===== src/rtl/occamy_ecc_event_collector.sv =====
// Collects per-bank ECC read-error strobes into registered interrupt events,
// saturating per-class error counters and a first-error log for software.
module occamy_ecc_event_collector #(
  parameter int unsigned NumBanks  = 4,
  parameter int unsigned AddrWidth = 16,
  parameter int unsigned CntWidth  = 16,
  parameter int unsigned BankIdxW  = (NumBanks > 1) ? $clog2(NumBanks) : 1
) (
  input  logic                                clk_i,
  input  logic                                rst_i,
  input  logic [NumBanks-1:0][1:0]            bank_err_i,
  input  logic [NumBanks-1:0][AddrWidth-1:0]  bank_addr_i,
  input  logic                                clear_i,
  output logic [1:0]                          event_ecc_rerror_o,
  output logic [CntWidth-1:0]                 cnt_corr_o,
  output logic [CntWidth-1:0]                 cnt_uncorr_o,
  output logic [1:0]                          cnt_sat_o,
  output logic                                log_valid_o,
  output logic                                log_uncorr_o,
  output logic [BankIdxW-1:0]                 log_bank_o,
  output logic [AddrWidth-1:0]                log_addr_o
);

  localparam int unsigned PcW  = $clog2(NumBanks + 1);
  localparam int unsigned SumW = CntWidth + PcW;

  typedef enum logic [1:0] {LogEmpty, LogCorr, LogUncorr} log_state_e;

  function automatic logic [PcW-1:0] popcount(input logic [NumBanks-1:0] v);
    logic [PcW-1:0] n;
    n = '0;
    for (int i = 0; i < NumBanks; i++) n = n + PcW'(v[i]);
    return n;
  endfunction

  // Returns {saturated, value}; reaching the maximum already counts as saturated.
  function automatic logic [CntWidth:0] sat_add(input logic [CntWidth-1:0] cur,
                                                input logic [PcW-1:0]      n);
    logic [SumW-1:0] sum;
    logic [SumW-1:0] max;
    sum = SumW'(cur) + SumW'(n);
    max = SumW'({CntWidth{1'b1}});
    if (sum >= max) return {1'b1, {CntWidth{1'b1}}};
    return {1'b0, sum[CntWidth-1:0]};
  endfunction

  function automatic logic [BankIdxW-1:0] lowest(input logic [NumBanks-1:0] v);
    logic [BankIdxW-1:0] idx;
    idx = '0;
    for (int i = NumBanks - 1; i >= 0; i--) if (v[i]) idx = BankIdxW'(i);
    return idx;
  endfunction

  // Stage p0: effective strobes (uncorrectable dominates) and next-state logic
  logic [NumBanks-1:0]  uc_p0, c_p0;
  logic [CntWidth:0]    corr_upd_p0, uncorr_upd_p0;
  logic [1:0]           sat_d_p0;
  log_state_e           state_q, state_base, state_d;
  logic [BankIdxW-1:0]  log_bank_d;
  logic [AddrWidth-1:0] log_addr_d;

  logic [1:0]           ev_p1;
  logic [CntWidth-1:0]  cnt_corr_p1, cnt_uncorr_p1;
  logic [1:0]           sat_p1;
  logic [BankIdxW-1:0]  log_bank_p1;
  logic [AddrWidth-1:0] log_addr_p1;

  always_comb begin
    for (int b = 0; b < NumBanks; b++) begin
      uc_p0[b] = bank_err_i[b][1];
      c_p0[b]  = bank_err_i[b][0] & ~bank_err_i[b][1];
    end
  end

  always_comb begin
    corr_upd_p0   = sat_add(clear_i ? '0 : cnt_corr_p1, popcount(c_p0));
    uncorr_upd_p0 = sat_add(clear_i ? '0 : cnt_uncorr_p1, popcount(uc_p0));
    sat_d_p0[0]   = (~clear_i & sat_p1[0]) | corr_upd_p0[CntWidth];
    sat_d_p0[1]   = (~clear_i & sat_p1[1]) | uncorr_upd_p0[CntWidth];
  end

  // Clear acts as an empty log for this cycle's captures, so nothing is lost.
  always_comb begin
    state_base = clear_i ? LogEmpty : state_q;
    state_d    = state_base;
    log_bank_d = clear_i ? '0 : log_bank_p1;
    log_addr_d = clear_i ? '0 : log_addr_p1;
    case (state_base)
      LogEmpty, LogCorr: begin
        if (|uc_p0) begin
          state_d    = LogUncorr;
          log_bank_d = lowest(uc_p0);
          log_addr_d = bank_addr_i[lowest(uc_p0)];
        end else if (state_base == LogEmpty && |c_p0) begin
          state_d    = LogCorr;
          log_bank_d = lowest(c_p0);
          log_addr_d = bank_addr_i[lowest(c_p0)];
        end
      end
      default: ;
    endcase
  end

  // Stage p1: registered outputs
  always_ff @(posedge clk_i) begin
    if (rst_i) begin
      ev_p1         <= '0;
      cnt_corr_p1   <= '0;
      cnt_uncorr_p1 <= '0;
      sat_p1        <= '0;
      state_q       <= LogEmpty;
      log_bank_p1   <= '0;
      log_addr_p1   <= '0;
    end else begin
      ev_p1         <= {|uc_p0, |c_p0};
      cnt_corr_p1   <= corr_upd_p0[CntWidth-1:0];
      cnt_uncorr_p1 <= uncorr_upd_p0[CntWidth-1:0];
      sat_p1        <= sat_d_p0;
      state_q       <= state_d;
      log_bank_p1   <= log_bank_d;
      log_addr_p1   <= log_addr_d;
    end
  end

  assign event_ecc_rerror_o = ev_p1;
  assign cnt_corr_o         = cnt_corr_p1;
  assign cnt_uncorr_o       = cnt_uncorr_p1;
  assign cnt_sat_o          = sat_p1;
  assign log_valid_o        = (state_q != LogEmpty);
  assign log_uncorr_o       = (state_q == LogUncorr);
  assign log_bank_o         = log_bank_p1;
  assign log_addr_o         = log_addr_p1;

endmodule


===== config.mk =====
export PLATFORM = sky130hd
export DESIGN_NAME = occamy_ecc_event_collector
export DESIGN_NICKNAME = d
export VERILOG_FILES = /design/src/rtl/occamy_ecc_event_collector.sv
export SDC_FILE = /design/constraint.sdc
export NUM_CORES = 1
export LEC_CHECK = 0
export BUFFER_PORTS_ARGS = -buffer_cell sky130_fd_sc_hd__buf_2
export CORE_AREA = 2 2 93 95
export CTS_CLUSTER_SIZE = 25
export DETAILED_ROUTE_END_ITERATION = 7
export DIE_AREA = 0 0 95 97
export GPL_TIMING_DRIVEN = 0
export PLACE_DENSITY = 0.81
export SLEW_MARGIN = 20
export SYNTH_ARGS = -nofsm -noshare
export SYNTH_HDL_FRONTEND = slang
export SYNTH_SLANG_ARGS = --single-unit

===== constraint.sdc =====
create_clock -name clk_i -period 5.4 [get_ports clk_i]
set_input_delay 1.08 -clock clk_i [delete_from_list [all_inputs] [get_ports clk_i]]
set_output_delay 1.08 -clock clk_i [all_outputs]
set_load 0.01 [all_outputs]

==> key figures, run 1 <==
Route
  • Final wirelength: 13.7 mm
  • DR vias/cell: 6.26
  • First DRT Iteration DRCs: 376
  • Pre-Repair DR Iteration Count: 6
  • ANT nets after route: 0
  • Post-route DRC: 0
  • Avg WL per Cell: 17.8 um
  • Via count: 4,832

Cells and area
  • Area grow syn2layout: 21.9%
  • Most frequent cells in the layout: buf_2, dfxtp_1, mux2i_1
  • Share of cells above drive strength 1: 0.247
  • Multi-input logic area: 2790 sq um
  • Register Area: 1120 sq um
  • N_diodes: 0
  • Final net count: 751
  • Most common cell after layout, fill and taps aside: buf_2
  • Fillcell total: 735

Die
  • Die Ht: 97 um
  • I/O pin cnt: 131
  • Full die area: 9220 sq um
  • Die width: 95 um
  • Starting density of the core: 0.511
  • Row cnt: 33
  • Core area: 8130 sq um

Clock tree
  • Clock buffer depth: 2
  • Setup Fix Bufs, Post-CTS: 0
  • Root buf cell: clkbuf_8
  • Clk slew on worst S/H paths: 0.10 ns
  • Clk Latency, worst-skew pair: 0.32 ns
  • H-tree Lvls: 2
  • TritonCTS clock tree: yes
  • CTS Sinks: 56
  • Num CTS Buffers: 5
  • CTS Hold Bufs: 0

Critical path
  • Setup crit start kind: primary input
  • Crit path kind: primary input to register
  • Critical path endpoint category: register
  • Worst r2r src: cnt_uncorr_o[0]
  • Worst path arrival time: 5.18 ns
  • Critical path required time: 5.62 ns
  • R2R Setup Slk: 2.17 ns
  • RR Endpoint: cnt_uncorr_o[6]
  • Crit-path max FO: 10
  • FF-to-FF path depth: 9

Global route
  • Initial antenna violation count: 0
  • Grt ovf: 0
  • Pin count of the biggest net entering global routing: 17
  • First-pass GRT wire length: 21.7 mm
  • Vias in the first global route: 4,583
  • Total GRT Usage: 0.290

Yosys
  • Syn_nets: 615
  • Largest family of logic cells by synthesized area: simple AND/OR/NAND/NOR gates
  • Area leader, netlist: dfxtp_1
  • Post-synthesis register bit count: 56
  • Post-Synth Adder-Cell Area: 0.0361
  • Post-synth top flop: dfxtp_1
  • Yosys cell types: 55
  • Register area share after synthesis: 0.270
  • Post-synth ARST share: 0
  • Synth top area cells: dfxtp_1, mux2i_1, a21oi_1
  • Number of synthesized flops with an enable pin: 0
  • Xor-xnor portion of the synthesized cell area: 0.0590
  • Compound-cell area share of the yosys netlist: 0.222
  • Post-synthesis cell area: 4160 sq um
  • Simple-Gate Fraction of Synth Area: 0.238
  • Post-synth top area share: 0.270
  • Avg Inst Size Synth: 7.83 sq um
  • Synth warn: 0
  • Mux share of post-synthesis cell area: 0.116
  • Syn Inst Count: 531

Timing
  • Tcrit/Tclk final: 0.918
  • Final Hold Fails: 0
  • Setup violators final: 0
  • Post-route setup TNS: 0 ns
  • RSZ-0062 raised after global routing: no
  • Clock Skew: 0.0149 ns
  • Slew Viols, Final: 0
  • Slew headroom: 0.323
  • Min cycle time layout: 4.96 ns
  • Worst slew pin tran: 0.990 ns
  • Final WS setup: 0.441 ns
  • Fmax: 202 MHz

Run
  • Maxcap violations: 0

Worst hold path
  • Worst Hold Path EP: log_bank_o[0]
  • Worst Hold Class: register to register
  • Hold depth: 2
  • Min-delay src: log_bank_o[0]

Power and ir drop
  • Peak VDD IR: 0.161 mV
  • Pwr/cell area: 211 nW/um^2
  • Tot Pwr: 1070 uW
  • Lkg Pwr: 0.00219 uW

Placed design
  • GPL Wtd Cong: 0.990
  • Port Buffer Count: 129
  • Pre-CTS setup slack: -0.122 ns
  • Detailed Place HPWL: 10.1 mm

Run status
  • Status: finished clean
==> critical path, stage by stage <==
cell	delay (ns)
buf_2	0.13
nor2b_1	0.11
clkbuf_2	0.27
clkinvlp_4	0.27
clkbuf_1	0.32
ha_1	0.40
xnor2_1	0.17
fa_1	0.48
fa_1	0.37
clkbuf_1	0.27
nor4b_2	0.41
and3_1	0.21
xnor2_1	0.06
or2_2	0.30
o41ai_2	0.32
==> flip-flops by register name, indices dropped and copies added (netlist names) <==
| register | flops |
|---|---|
| log_addr_o | 16 |
| cnt_uncorr_o | 16 |
| cnt_sat_o | 2 |
| state_q | 2 |
| log_bank_o | 2 |
| event_ecc_rerror_o | 2 |
| cnt_corr_o | 16 |
==> timing repair <==
item                                    CTS  global route
endpoints found under the setup margin    0             5
endpoints found under the hold margin     0             0
resized for setup                         0             3
==> cell families (layout without fill, tap and decap cells) <==
| group | Yosys count | after routing |
|---|---|---|
| AOI/OAI and AO/OA | 143 | 143 |
| xor gates and xnor gates | 28 | 28 |
| adders and majority gates | 9 | 9 |
| buffers and inverters | 62 | 198 |
| DFF | 56 | 56 |
| muxes | 48 | 48 |
| and+or+nand+nor | 185 | 185 |
==> worst max path at each step <==
stage / slack (ns) / cells past startpoint / end / start
floorplan: 0.70 / 14 / cnt_sat_o[0] / bank_err_i[0]
detailed placement: -0.12 / 15 / cnt_sat_o[0] / bank_err_i[1]
CTS: 0.19 / 15 / cnt_sat_o[0] / bank_err_i[1]
finish: 0.44 / 15 / cnt_sat_o[0] / bank_err_i[1]
global route: 0.19 / 15 / cnt_sat_o[0] / bank_err_i[1]
global placement: -0.08 / 15 / cnt_sat_o[0] / bank_err_i[1]
==> Yosys cell counts, drive strengths merged (4+ instances only) <==
cell / count
dfxtp: 56
mux2i: 48
a21oi: 44
nand3: 43
nand2: 37
o22ai: 32
clkbuf: 31
nor2: 30
nor3: 24
o21ai: 24
inv: 20
xnor2: 20
a221oi: 16
nor2b: 11
buf: 10
nand4: 8
nor4: 8
xor2: 8
nand2b: 6
o21a: 6
a31oi: 5
fa: 5
a21o: 4
ha: 4
or2: 4
==> routing by layer <==
metal,GRT usage,part of all wire,vias up
met5,0,0,-
met2,0.473,0.47,343
met4,0.0936,0.018,0
li1,-,-,2222
met1,0.378,0.40,2232
met3,0.0615,0.11,35
==> metrics by stage <==
step / util / hold slack (ns) / std cells / area, sq um
3_5_place_dp: 0.606 / 0.506 / 765 / 4930
3_3_place_gp: 0.606 / 0.495 / 765 / 4930
4_1_cts: 0.622 / 0.527 / 772 / 5060
6_report: 0.623 / 0.526 / 772 / 5070
2_1_floorplan: - / 0.484 / 531 / 4160
5_1_grt: 0.623 / 0.553 / 772 / 5070
==> power breakdown <==
part           leakage [uW]  internal (uW)  total [uW]  switching (uW)
clock network     0.0000642            183         328             145
logic               0.00167            115         290             174
registers          0.000458            435         452            17.3
total               0.00219            733        1070             337
==> layout make-up <==
class                      count  area share
buffer                        41      0.0331
clock buffer                   5      0.0136
clock inverter                 2      0.0119
inverter                      21      0.0163
multi-input combinational    413       0.551
sequential                    56       0.221
tap                          105      0.0259
timing repair buffer         129       0.127
No activity file was read; power rests on OpenSTA's default activity.
==> inputs of run 2 (changes only) <==
Settings changed: PLACE_DENSITY 0.81 to 0.84, TNS_END_PERCENT from default to 5.
==> run 2 against run 1 <==
Effect of this change: register-to-register slack improved by 0.08 ns; setup slack got worse by 0.033 ns; utilization fell by 0.17 points; total power fell by 2.5%; hold slack got worse by 0.012 ns; die area did not move; non-clock buffer count did not move; critical path type unchanged.
==> key figures, run 2 (same netlist as run 1, synthesis figures left out) <==
Run status
  • Status: finished clean

Cells and area
  • N_diodes: 0
  • Most common cell after layout, fill and taps aside: buf_2
  • Fillcell total: 733
  • Share of cells above drive strength 1: 0.249
  • Multi-input logic area: 2790 sq um
  • Final net count: 751
  • Area grow syn2layout: 21.6%
  • Most frequent cells in the layout: buf_2, dfxtp_1, mux2i_1
  • Register Area: 1120 sq um

Critical path
  • R2R Setup Slk: 2.25 ns
  • Crit path kind: primary input to register
  • Setup crit start kind: primary input
  • Worst path arrival time: 5.24 ns
  • Critical path endpoint category: register
  • Crit-path cells: buf_2 -> nor2b_1 -> clkbuf_2 -> clkinvlp_4 -> clkbuf_1 -> ha_1 -> xnor2_1 -> fa_1 -> fa_1 -> clkbuf_1 -> nor4b_2 -> and3_1 -> xnor2_1 -> or2_2 -> o41ai_2
  • Critical path required time: 5.64 ns
  • CP max-delay cell: fa_1
  • FF-to-FF path depth: 9
  • Critical path's largest stage delay: 0.47 ns
  • WP buf/inv: 5
  • Critical path depth: 15
  • Crit-path max FO: 10
  • CP delay by family, top: buffers and inverters

Power and ir drop
  • Pwr/cell area: 207 nW/um^2
  • Lkg Pwr: 0.00218 uW
  • Peak VDD IR: 0.108 mV

Route
  • Post-route DRC: 0
  • Avg WL per Cell: 18.1 um
  • First DRT Iteration DRCs: 475
  • DR vias/cell: 6.33
  • Pre-Repair DR Iteration Count: 6
  • Final wirelength: 14.0 mm
  • Via count: 4,891
  • ANT nets after route: 0

Clock tree
  • CTS Sinks: 56
  • Root buf cell: clkbuf_8
  • Clk Latency, worst-skew pair: 0.33 ns
  • TritonCTS clock tree: yes
  • CTS Hold Bufs: 0
  • Clk slew on worst S/H paths: 0.11 ns
  • Setup Fix Bufs, Post-CTS: 0
  • Num CTS Buffers: 5
  • Clock buffer depth: 2
  • H-tree Lvls: 2
  • Post-CTS Resized: 0

Timing
  • Final Hold Fails: 0
  • Slew Viols, Final: 0
  • Slew headroom: 0.351
  • Clock Skew: 0.0114 ns
  • Post-route setup TNS: 0 ns
  • Setup violators final: 0
  • Final hold slack: 0.514 ns
  • Worst slew pin tran: 0.949 ns
  • RSZ-0062 raised after global routing: no
  • Min cycle time layout: 4.99 ns
  • Fmax: 200 MHz
  • Tcrit/Tclk final: 0.925

Global route
  • First-pass GRT wire length: 22.0 mm
  • Total GRT Usage: 0.294
  • Grt ovf: 0
  • Initial antenna violation count: 0
  • Pin count of the biggest net entering global routing: 19
  • Vias in the first global route: 4,629

Die
  • I/O pin cnt: 131
  • Starting density of the core: 0.511
  • Full die area: 9220 sq um
  • Die Ht: 97 um
  • Die width: 95 um
  • Row cnt: 33
  • Core area: 8130 sq um

Worst hold path
  • Worst Hold Class: register to register
  • Hold depth: 2

Placed design
  • GPL Wtd Cong: 0.950
  • Detailed Place HPWL: 10.2 mm
  • Port Buffer Count: 129

Run
  • Maxcap violations: 0
[run 2: cell type report]
class	count	share of cell area
Multi-Input combinational cell	413	0.552
Clock buffer	5	0.0136
Clock inverter	3	0.00916
Tap cell	105	0.0260
Timing Repair Buffer	129	0.128
Inverter	21	0.0163
Sequential cell	56	0.222
Buffer	41	0.0332
[run 2: routing by layer]
metal	track usage	up-vias	share of wire
met5	0	-	0
met4	0.109	0	0.029
met3	0.0483	67	0.11
met2	0.469	363	0.46
met1	0.396	2243	0.40
li1	-	2218	-
[run 2: per-stage QoR]
stage          utilization  instance area, sq um  setup slack, ns  instances  total power (uW)
5_1_grt              0.621                  5050            0.273        773              1090
3_3_place_gp         0.606                  4930          -0.0658        765               731
6_report             0.621                  5050            0.408        773              1040
2_1_floorplan            -                  4160            0.703        531               631
4_1_cts              0.621                  5050            0.222        773              1040
3_5_place_dp         0.606                  4930           -0.104        765               741
[run 2: worst paths after layout]
| kind | end | startpoint |
|---|---|---|
| max | cnt_sat_o[0] | bank_err_i[1] |
| min | log_bank_o[0] | log_bank_o[0] |
| max reg2reg | cnt_uncorr_o[1] | cnt_uncorr_o[0] |
| min reg2reg | log_bank_o[0] | log_bank_o[0] |
[run 2: power breakdown]
group | switching (uW) | internal, uW
clock network | 161 | 140
registers | 17.9 | 435
logic | 175 | 115
total | 354 | 690
[run 2: worst min-delay path: stages (launching register included)]
cell and delay (ns):
dfxtp_1 0.34, nand3_1 0.08, a21oi_1 0.06
==> inputs of run 3 (changes only) <==
Settings changed: CORE_AREA 2 2 93 95 to 2 2 67 132, DIE_AREA 0 0 95 97 to 0 0 69 134.
==> run 3 against run 2 <==
Effect of this change: sequential power is essentially flat; total power grew 4.7%; via count grew 2.4%; flip-flop and latch count is the same; the run now ends with DRC left.
==> key figures, run 3 (same netlist as run 1, synthesis figures left out) <==
Timing
  • Slew Viols, Final: 0
  • Min cycle time layout: 5.01 ns
  • RSZ-0062 raised after global routing: no
  • Fmax: 199 MHz
  • Slew headroom: 0.288
  • Final Hold Fails: 0
  • Worst slew pin tran: 1.04 ns
  • Clock Skew: 0.0110 ns
  • Setup violators final: 0
  • Tcrit/Tclk final: 0.928
  • Final hold slack: 0.528 ns

Critical path
  • Worst r2r src: cnt_uncorr_o[0]
  • Critical path required time: 5.60 ns
  • Crit-path max FO: 10
  • Crit-path cells: buf_2 -> nor2b_1 -> clkbuf_2 -> clkinvlp_4 -> clkbuf_1 -> ha_1 -> xnor2_1 -> fa_1 -> fa_1 -> clkbuf_1 -> nor4b_2 -> and3_1 -> xnor2_1 -> or2_2 -> o41ai_2
  • FF-to-FF path depth: 9
  • Crit path kind: primary input to register
  • CP max-delay cell: fa_1
  • Critical path's largest stage delay: 0.48 ns
  • R2R Setup Slk: 2.25 ns
  • Critical path endpoint category: register
  • RR Endpoint: cnt_uncorr_o[1]
  • Worst path arrival time: 5.22 ns
  • Setup crit start kind: primary input

Placed design
  • Port Buffer Count: 129
  • Detailed Place HPWL: 11.1 mm
  • GPL Wtd Cong: 0.959

Route
  • Via count: 5,008
  • Pre-Repair DR Iteration Count: 8
  • DR vias/cell: 6.54
  • Avg WL per Cell: 19.1 um
  • Post-route DRC: 1
  • Final wirelength: 14.6 mm
  • First DRT Iteration DRCs: 545
  • ANT nets after route: 0

Power and ir drop
  • Pwr/cell area: 215 nW/um^2
  • Peak VDD IR: 0.163 mV
  • Lkg Pwr: 0.00220 uW
  • Tot Pwr: 1090 uW

Cells and area
  • Share of cells above drive strength 1: 0.247
  • Area grow syn2layout: 22.2%
  • N_diodes: 0
  • Fillcell total: 772
  • Final net count: 751
  • Most common cell after layout, fill and taps aside: buf_2
  • Most frequent cells in the layout: buf_2, dfxtp_1, mux2i_1

Worst hold path
  • Worst Hold Class: register to register
  • Min-delay src: log_bank_o[1]
  • Worst Hold Path EP: log_bank_o[1]
  • Hold depth: 2

Global route
  • Total GRT Usage: 0.300
  • Pin count of the biggest net entering global routing: 17
  • Vias in the first global route: 4,929
  • Initial antenna violation count: 0
  • First-pass GRT wire length: 22.8 mm
  • Grt ovf: 0

Run
  • Maxcap violations: 0

Die
  • Core area: 8230 sq um
  • Row cnt: 47
  • Full die area: 9250 sq um
  • Die Ht: 134 um
  • Starting density of the core: 0.505
  • I/O pin cnt: 131
  • Die width: 69 um

Clock tree
  • Clock buffer depth: 2
  • CTS Sinks: 56
  • TritonCTS clock tree: yes
  • CTS Hold Bufs: 0
  • Clk Latency, worst-skew pair: 0.30 ns
  • Root buf cell: clkbuf_16
  • Num CTS Buffers: 5
  • Clk slew on worst S/H paths: 0.07 ns
  • Setup Fix Bufs, Post-CTS: 0
  • H-tree Lvls: 2

Run status
  • Failing checks: DRC
  • Status: complete, but fails checks
## run 3: cell type report
type | count | area (sq um) | share of cell area
Multi-Input combinational cell | 413 | 2790 | 0.549
Sequential cell | 56 | 1120 | 0.221
Timing Repair Buffer | 129 | 646 | 0.127
Buffer | 41 | 168 | 0.0330
Clock buffer | 7 | 143 | 0.0281
Tap cell | 98 | 123 | 0.0241
Inverter | 21 | 82.6 | 0.0163
Clock inverter | 1 | 7.51 | 0.00148
## run 3: power breakdown
part / leakage (uW) / internal [uW] / switching (uW) / total (uW)
combinational: 0.00167 / 115 / 176 / 291
sequential: 0.000458 / 435 / 18.0 / 453
clock: 0.0000701 / 186 / 164 / 350
total: 0.00220 / 735 / 358 / 1090
## run 3: repair_timing
item | in CTS | in global routing
hold endpoints to repair | 0 | 0
gates resized for setup | 0 | 3
endpoints found under the setup margin | 0 | 1
## run 3: through the flow
| step | setup slack, ns | utilization | cell area, sq um | setup TNS [ns] | instances |
|---|---|---|---|---|---|
| 4_1_cts | 0.186 | 0.616 | 5070 | 0 | 766 |
| 6_report | 0.386 | 0.617 | 5080 | 0 | 766 |
| 3_5_place_dp | -0.110 | 0.598 | 4920 | -0.110 | 758 |
| 5_1_grt | 0.242 | 0.617 | 5080 | 0 | 766 |
| 2_1_floorplan | 0.703 | - | 4160 | 0 | 531 |
| 3_3_place_gp | -0.0720 | 0.598 | 4920 | -0.0720 | 758 |
## run 3: routing by layer
metal	wire length, um	vias up	global-route usage	share of wire
li1	-	2224	-	-
met1	4870	2327	0.292	0.33
met2	7690	359	0.566	0.52
met3	1130	98	0.0481	0.077
met4	956	0	0.198	0.065
met5	0	-	0	0
## run 3: worst max-delay path by stage
stage	from	to	slack [ns]	depth (start not counted)
floorplan	bank_err_i[0]	cnt_sat_o[0]	0.70	14
global placement	bank_err_i[1]	cnt_sat_o[0]	-0.07	15
detailed placement	bank_err_i[1]	cnt_sat_o[0]	-0.11	15
CTS	bank_err_i[1]	cnt_sat_o[0]	0.19	15
global route	bank_err_i[1]	cnt_sat_o[0]	0.24	15
finish	bank_err_i[1]	cnt_sat_o[0]	0.39	15
## run 3: worst max-delay path: cells and delay by family
kind            cells  cell delay [ns]
compound gates      1             0.33
xor+xnor            2             0.22
fa+ha+maj           3             1.25
buf+inv             5             1.24
simple gates        4             1.08
